<file path="src/rtl/gcd_arbiter.sv">
// gcd_arbiter: round-robin front end that shares one GCD datapath between
// NUM_REQ requesters. One job is outstanding at a time. The result is held on
// the owner's response port until that requester accepts it.
module gcd_arbiter #(
    parameter int unsigned NUM_REQ = 4,
    parameter int unsigned W       = 32
) (
    input  logic                       clock,
    input  logic                       reset,
    input  logic [NUM_REQ-1:0]         req_valid,
    output logic [NUM_REQ-1:0]         req_ready,
    input  logic [NUM_REQ*W-1:0]       req_x,
    input  logic [NUM_REQ*W-1:0]       req_y,
    output logic [NUM_REQ-1:0]         resp_valid,
    input  logic [NUM_REQ-1:0]         resp_ready,
    output logic [W-1:0]               resp_data,
    output logic                       gcd_in_valid,
    input  logic                       gcd_in_ready,
    output logic [W-1:0]               gcd_x,
    output logic [W-1:0]               gcd_y,
    input  logic [W-1:0]               gcd_out,
    input  logic                       gcd_out_valid,
    output logic [$clog2(NUM_REQ)-1:0] owner,
    output logic                       busy,
    output logic [15:0]                jobs_done
);

    localparam int unsigned PW = $clog2(NUM_REQ);

    localparam logic [1:0] S_IDLE  = 2'd0;
    localparam logic [1:0] S_ISSUE = 2'd1;
    localparam logic [1:0] S_WAIT  = 2'd2;
    localparam logic [1:0] S_RESP  = 2'd3;

    logic [1:0]         state;
    logic [1:0]         state_nxt;
    logic               busy_nxt;
    logic               gcd_in_valid_nxt;
    logic [NUM_REQ-1:0] resp_valid_nxt;

    logic [PW-1:0]      ptr;
    logic [PW-1:0]      grant_idx;
    logic [PW-1:0]      cand;
    logic [PW:0]        cand_sum;
    logic               grant_found;
    logic               grant_fire;
    logic               cap_fire;
    logic               done_fire;

    logic [W-1:0]       op_x;
    logic [W-1:0]       op_y;
    logic [W-1:0]       result;
    logic [15:0]        done_cnt;

    // Round-robin search: first valid requester starting at ptr, wrapping.
    always_comb begin
        grant_found = 1'b0;
        grant_idx   = '0;
        cand_sum    = '0;
        cand        = '0;
        for (int unsigned k = 0; k < NUM_REQ; k++) begin
            cand_sum = {1'b0, ptr} + (PW+1)'(k);
            if (cand_sum >= (PW+1)'(NUM_REQ)) begin
                cand_sum = cand_sum - (PW+1)'(NUM_REQ);
            end
            cand = PW'(cand_sum);
            if (!grant_found && req_valid[cand]) begin
                grant_found = 1'b1;
                grant_idx   = cand;
            end
        end
    end

    // Next-state logic, accept strobe and next values of the decoded outputs.
    always_comb begin
        state_nxt        = state;
        req_ready        = '0;
        grant_fire       = 1'b0;
        cap_fire         = 1'b0;
        done_fire        = 1'b0;
        busy_nxt         = 1'b0;
        gcd_in_valid_nxt = 1'b0;
        resp_valid_nxt   = '0;
        case (state)
            S_IDLE: begin
                if (grant_found && !reset) begin
                    req_ready[grant_idx] = 1'b1;
                    grant_fire           = 1'b1;
                    state_nxt            = S_ISSUE;
                end
            end
            S_ISSUE: begin
                if (gcd_in_ready) begin
                    state_nxt = S_WAIT;
                end
            end
            S_WAIT: begin
                if (gcd_out_valid) begin
                    cap_fire  = 1'b1;
                    state_nxt = S_RESP;
                end
            end
            S_RESP: begin
                if (resp_ready[owner]) begin
                    done_fire = 1'b1;
                    state_nxt = S_IDLE;
                end
            end
            default: state_nxt = S_IDLE;
        endcase
        busy_nxt         = (state_nxt != S_IDLE);
        gcd_in_valid_nxt = (state_nxt == S_ISSUE);
        if (state_nxt == S_RESP) begin
            resp_valid_nxt[owner] = 1'b1;
        end
    end

    // State register with registered handshake/status outputs.
    always_ff @(posedge clock) begin
        if (reset) begin
            state        <= S_IDLE;
            busy         <= 1'b0;
            gcd_in_valid <= 1'b0;
            resp_valid   <= '0;
        end else begin
            state        <= state_nxt;
            busy         <= busy_nxt;
            gcd_in_valid <= gcd_in_valid_nxt;
            resp_valid   <= resp_valid_nxt;
        end
    end

    // Operand/result capture, grant pointer and completed-job counter.
    always_ff @(posedge clock) begin
        if (reset) begin
            ptr      <= '0;
            owner    <= '0;
            op_x     <= '0;
            op_y     <= '0;
            result   <= '0;
            done_cnt <= '0;
        end else begin
            if (grant_fire) begin
                owner <= grant_idx;
                op_x  <= req_x[grant_idx*W +: W];
                op_y  <= req_y[grant_idx*W +: W];
                ptr   <= (grant_idx == PW'(NUM_REQ - 1)) ? '0 : grant_idx + PW'(1);
            end
            if (cap_fire) begin
                result <= gcd_out;
            end
            if (done_fire) begin
                done_cnt <= done_cnt + 16'd1;
            end
        end
    end

    assign gcd_x     = op_x;
    assign gcd_y     = op_y;
    assign resp_data = result;
    assign jobs_done = done_cnt;

endmodule

</file>
<file path="config.mk">
export PLATFORM = sky130hd
export DESIGN_NAME = gcd_arbiter
export DESIGN_NICKNAME = d
export VERILOG_FILES = /design/src/rtl/gcd_arbiter.sv
export SDC_FILE = /design/constraint.sdc
export NUM_CORES = 1
export LEC_CHECK = 0
export CAP_MARGIN = 20
export CELL_PAD_IN_SITES_DETAIL_PLACEMENT = 0
export CELL_PAD_IN_SITES_GLOBAL_PLACEMENT = 2
export CORE_UTILIZATION = 19
export CTS_BUF_LIST = sky130_fd_sc_hd__clkbuf_16
export DETAILED_ROUTE_END_ITERATION = 7
export HOLD_SLACK_MARGIN = 0.05
export PLACE_DENSITY_LB_ADDON = 0.1
export SKIP_CTS_REPAIR_TIMING = 1
export SYNTH_ARGS = -nofsm -noshare
export SYNTH_HDL_FRONTEND = slang
export SYNTH_SLANG_ARGS = --single-unit
</file>
<file path="constraint.sdc">
create_clock -name clock -period 2.1 [get_ports clock]
set_clock_uncertainty 0.1 [all_clocks]
set_input_delay 0.21 -clock clock [delete_from_list [all_inputs] [get_ports clock]]
set_output_delay 0.21 -clock clock [all_outputs]
set_load 0.02 [all_outputs]
</file>
# ---- Word-level counts from Yosys, hierarchy flattened
# Index checks and enable logic that the tools add are counted.
dict set report word_totals {
  elab_cells 93
  regBits 124
  output_inout_bits 124
  inputBits 300
}
dict set report op_classes {
  n_shift 2
  n_mux 40
  n_eq_ne 6
  n_reduce_logical 13
  add_sub_neg 9
  n_lt_le_gt_ge 12
  n_bitwise 1
}
# operator n
set ops {}
lappend ops {{$shiftx 128x8->32} 2}
lappend ops {{$mux 2} 13}
lappend ops {{$lt 2x3->1 const B} 6}
lappend ops {{$mux 1} 17}
lappend ops {{$add 16x1->16 const B} 1}
lappend ops {{$bmux 1 s2} 5}
lappend ops {{$ge 3x3->1 const B} 3}
lappend ops {{$eq 2x2->1 const B} 4}
lappend ops {{$mux 4} 2}
lappend ops {{$pmux 2 s4} 1}
lappend ops {{$sub 2x1->2 const B} 4}
lappend ops {{$add 2x2->3 const B} 2}
lappend ops {{$logic_and 1x1->1} 6}
lappend ops {{$demux 1 s2} 2}
lappend ops {{$eq 2x1->1 const B} 2}
lappend ops {{$ge 2x1->1 const B} 2}
lappend ops {{$logic_not 1->1} 4}
lappend ops {{$add 2x1->3 const B} 1}
lappend ops {{$ge 2x3->1 const B} 1}
lappend ops {{$add 2x1->2 const B} 1}
lappend ops {{$logic_not 2->1} 1}
lappend ops {{$reduce_bool 2->1} 1}
lappend ops {{$reduce_or 2->1} 1}
lappend ops {{$not 1->1} 1}

# ---- Longest topological paths before layout
dict set report logic_depth {
  depth_word 20
  depth_mapped 8
  ltp_nobuf 7
}

# ---- Least setup slack after synthesis
# Ideal clock, no wire load.
dict set report synth_timing {
  kind {reg-to-output}
  from {register ptr[1]}
  to {output req_ready[0]}
  required_ps 1790
  n_path_buf 2
  path_slack_ps 94
  path_stages_with_launch 8
  arrival_time_ps 1696
  cell_sequence {dfxtp_1 > buf_2 > or4_1 > nand2_2 > inv_2 > buf_2 > ha_1 > and2_1}
}
dict set report synth_between {
  elab_chain_len 20
  word_cells_on_any_way 45
  classes_between {add/sub: 7; order compare: 6; mux: 24; reduce/logical: 8}
}
# item line
set synth_lines {}
lappend synth_lines {{start, declared} 41} ;# logic [PW-1:0] ptr;
lappend synth_lines {{start signal, assigned} 147} ;# ptr <= (grant_idx == PW'(NUM_REQ - 1)) ? '0 : grant_idx + PW'(1);
lappend synth_lines {{branches (longest 13 deep; another with $add 2x1->3)} -}
lappend synth_lines {{$mux 2 (*)} 67} ;# if (!grant_found && req_valid[cand]) begin
lappend synth_lines {{via grant_idx[0]} 42} ;# logic [PW-1:0] grant_idx;
lappend synth_lines {{$lt 2x3->1 (implied by the code) or $ge 2x1->1 (tied branches)} 87} ;# req_ready[grant_idx] = 1'b1;
lappend synth_lines {{$logic_and 1x1->1 (implied by the code)} 87}
lappend synth_lines {{$mux 1 (implied by the code)} 87}
lappend synth_lines {{$demux 1 s2 (*)} 87}
lappend synth_lines {{$mux 4 (*)} 86} ;# if (grant_found && !reset) begin
lappend synth_lines {{$mux 4 (*)} 84} ;# case (state)
lappend synth_lines {{end, declared} 11} ;# output logic [NUM_REQ-1:0] req_ready,
# Mark *: on every way through the listed nets, which the timed path passes. The select of a mux whose other input is x is not followed.

# ---- Final worst setup path
dict set report layout_timing {
  from {register ptr[0]}
  to {output req_ready[0]}
}
# Same word-level chain as after synthesis.

==> impl_metrics.sql <==
INSERT INTO impl_metrics (metric_group, metric, value, unit) VALUES
('logic_synthesis', 'avgSynthCellArea', '8.100', 'µm²'),
('cts', 'max-clock-path-buffers', '2', ''),
('floorplan', 'die_w', '187.7', 'µm'),
('timing', 'maxClockFrequency', '0.4370', 'GHz'),
('critical_path', 'crit_required', '1.79', 'ns'),
('detailed_routing', 'route.vias.total', '7643', ''),
('detailed_routing', 'remaining_drc_errors', '0', ''),
('cts', 'clock_network_latency_to_the_later_pin_of_the_worst_skew_pair', '0.44', 'ns'),
('power_and_ir_drop', 'power-per-cell-area', '757.9', 'nW/µm²'),
('status', 'failed_checks', 'setup timing', ''),
('final_layout', 'multi_input_area', '3826', 'µm²'),
('floorplan', 'initial_core_util', '0.1944', ''),
('final_layout', 'final_net_count', '1554', ''),
('final_layout', 'ff_latch_area', '2485', 'µm²'),
('cts', 'cts_buffers', '17', ''),
('logic_synthesis', 'synth_mux_area_frac', '0.1029', ''),
('worst_hold_path', 'hold_path_class', 'primary input to flop', ''),
('timing', 'timing_worst_slew_pin_value', '0.8802', 'ns'),
('final_layout', 'area_delta_synth_final', '90.05', '%'),
('final_layout', 'mostFrequentLayoutCells', 'clkdlybuf4s50_1, nand2_1, dfxtp_1, nand3_1, o21ai_0', ''),
('detailed_routing', 'avgRoutedWirePerCell', '19.50', 'µm'),
('floorplan', 'die_h', '187.7', 'µm'),
('timing', 'rsz0062_at_grt', 'true', ''),
('logic_synthesis', 'ys_types', '46', ''),
('logic_synthesis', 'synth-seq-cells', '124', ''),
('logic_synthesis', 'asyncSetResetFlopFracSynth', '0', ''),
('critical_path', 'worst-endpoint-arrival', '1.98', 'ns'),
('power_and_ir_drop', 'p_total', '9.438', 'mW'),
('logic_synthesis', 'yosysWarnings', '0', ''),
('timing', 'slew_violations', '0', ''),
('timing', 'relative_slew_slack', '0.4132', ''),
('timing', 'hold_viol', '0', ''),
('floorplan', 'top_level_ports', '424', ''),
('critical_path', 'timing.critical_path.from_type', 'flop', ''),
('critical_path', 'cp_slowest_stage_delay', '0.58', 'ns'),
('detailed_routing', '1st_pass_router_iterations', '4', ''),
('logic_synthesis', 'syn_nets', '1114', ''),
('timing', 'timing.final.crit_period', '2.288', 'ns'),
('logic_synthesis', 'post_synth_instance_area', '6553', 'µm²'),
('critical_path', 'timing.critical_path.slowest_stage_cell', 'or4_4', ''),
('cts', 'root_buffer', 'clkbuf_16', ''),
('detailed_routing', 'wirelength', '33410', 'µm'),
('placed_design', 'globalplace.congestion', '0.7961', ''),
('cts', 'cts_tree', 'done', ''),
('final_layout', 'num-fill-cells', '3514', ''),
('cts', 'path_clk_slew', '0.07', 'ns'),
('final_layout', 'layout.cells.most_common', 'clkdlybuf4s50_1', ''),
('floorplan', 'fp-row-count', '67', ''),
('critical_path', 'cpLargestDelayFamily', 'simple AND/OR/NAND/NOR gates', ''),
('timing', 'finalSetupViolCount', '45', ''),
('global_route', 'largest_net_degree_at_the_start_of_global_routing', '65', ''),
('placed_design', 'dp_cells', '1675', ''),
('critical_path', 'worst-path-buf-inv', '2', ''),
('logic_synthesis', 'edff_count_synth', '0', ''),
('status', 'run_status', 'finished, violations left', ''),
('global_route', 'grt_remaining_overflow', '0', ''),
('logic_synthesis', 'yosys_most_used_dff', 'dfxtp_1', ''),
('logic_synthesis', 'synth_simple_gate_area_frac', '0.1992', ''),
('detailed_routing', 'count_of_antenna_violating_nets_left_after_detailed_routing', '0', ''),
('final_layout', 'layout.cells.non_filler', '1713', ''),
('timing', 'timing.final.ws_setup', '-0.1884', 'ns'),
('floorplan', 'fp.coreArea', '33700', 'µm²'),
('cts', 'clock-sinks', '124', ''),
('logic_synthesis', 'dominant_combinational_cell_family_by_area_after_synthesis', 'compound AO/OA/AOI/OAI gates', ''),
('final_layout', 'layout_cells_sized_above_1', '0.1062', ''),
('global_route', 'grt_pass1_wl', '50120', 'µm'),
('floorplan', 'die_area', '35230', 'µm²'),
('global_route', 'first_global_vias', '7922', ''),
('placed_design', 'port_buffers', '423', ''),
('detailed_routing', 'drt_iter0_drc', '317', ''),
('timing', 'timing.final.crit_share', '1.090', '');
cell usage after synthesis (2+ instances only):
library cell,n
mux2i_1,64
nor3_1,6
xor2_1,2
nand3_1,74
and4_1,2
and2_1,6
nand4_1,5
buf_1,6
clkbuf_1,38
nor2b_1,5
a211o_1,3
ha_1,5
a21oi_1,41
buf_2,18
nand2_2,2
nor4_1,3
o21ai_0,69
or3_1,2
dfxtp_1,124
xnor2_1,9
or2_2,2
buf_6,6
inv_1,5
o211ai_1,63
a21o_1,65
nor2_1,20
nand2_1,145
final cells by class:
cell class                 count  share of cell area
multi-input combinational    611              0.3072
antenna                        3           0.0006028
sequential                   124              0.1995
clock inverter                15             0.01326
timing repair buffer         489              0.3978
inverter                       6            0.002411
clock buffer                  17             0.03416
tap                          448             0.04501
through the flow:
step / area (µm²) / setup TNS (ns) / hold WS (ns) / worst slack (ns) / util
after detailed placement: 11730 / -49.19 / 0.3467 / -0.8100 / 0.3481
after CTS: 12320 / -19.01 / 0.1834 / -0.8463 / 0.3656
after global routing: 12450 / -8.128 / 0.1893 / -0.2516 / 0.3695
after floorplan: 6553 / 0 / 0.2460 / 0.09377 / -
after global placement: 11730 / -47.04 / 0.3411 / -0.8053 / 0.3481
final: 12450 / -3.824 / 0.2122 / -0.1884 / 0.3695
worst paths after layout:
path	from	end	slack, ns	cells after the start
max	ptr[0]$_SDFFE_PP0P_	req_ready[0]	-0.19	7
min	gcd_out[0]	resp_data[0]$_SDFFE_PP0P_	0.21	3
max reg2reg	ptr[0]$_SDFFE_PP0P_	gcd_x[31]$_SDFFE_PP0P_	-0.12	6
min reg2reg	resp_data[14]$_SDFFE_PP0P_	resp_data[14]$_SDFFE_PP0P_	0.35	2
sequential cells by signal, summed over array words and instances (netlist names):
name / cells
gcd_in_valid: 1
ptr: 2
owner: 2
jobs_done: 16
gcd_y: 32
resp_valid: 4
state: 2
gcd_x: 32
resp_data: 32
busy: 1
per-layer routing:
layer	vias to the layer above	global-route usage	wire [µm]
met2	305	0.3201	15890
met3	36	0.06326	2730
li1	3779	-	-
met5	-	0	10
met1	3521	0.2213	14020
met4	2	0.06754	759
where the power goes:
group          switching, mW  internal (mW)  total (mW)
clock network           1.29           1.77        3.06
logic                   1.72           1.83        3.55
registers              0.166           2.66        2.83
total                   3.18           6.26        9.44
worst register-to-register path: stages, from the launching register on:
cell and delay (ns):
dfxtp_2 0.35, nor2b_2 0.05, or4_4 0.58, buf_4 0.38
a32oi_1 0.41, a221o_1 0.18, o21ai_1 0.06
cell families (layout without fill, tap and decap cells):
logic type / after synthesis / count (layout)
DFF: 124 / 124
and+or+nand+nor: 282 / 282
adders and majority gates: 5 / 5
AOI/OAI and AO/OA: 247 / 247
buffers and inverters: 74 / 527
muxes: 66 / 66
xor gates and xnor gates: 11 / 11
other: 0 / 3
Power figures use the tool's default switching activity.
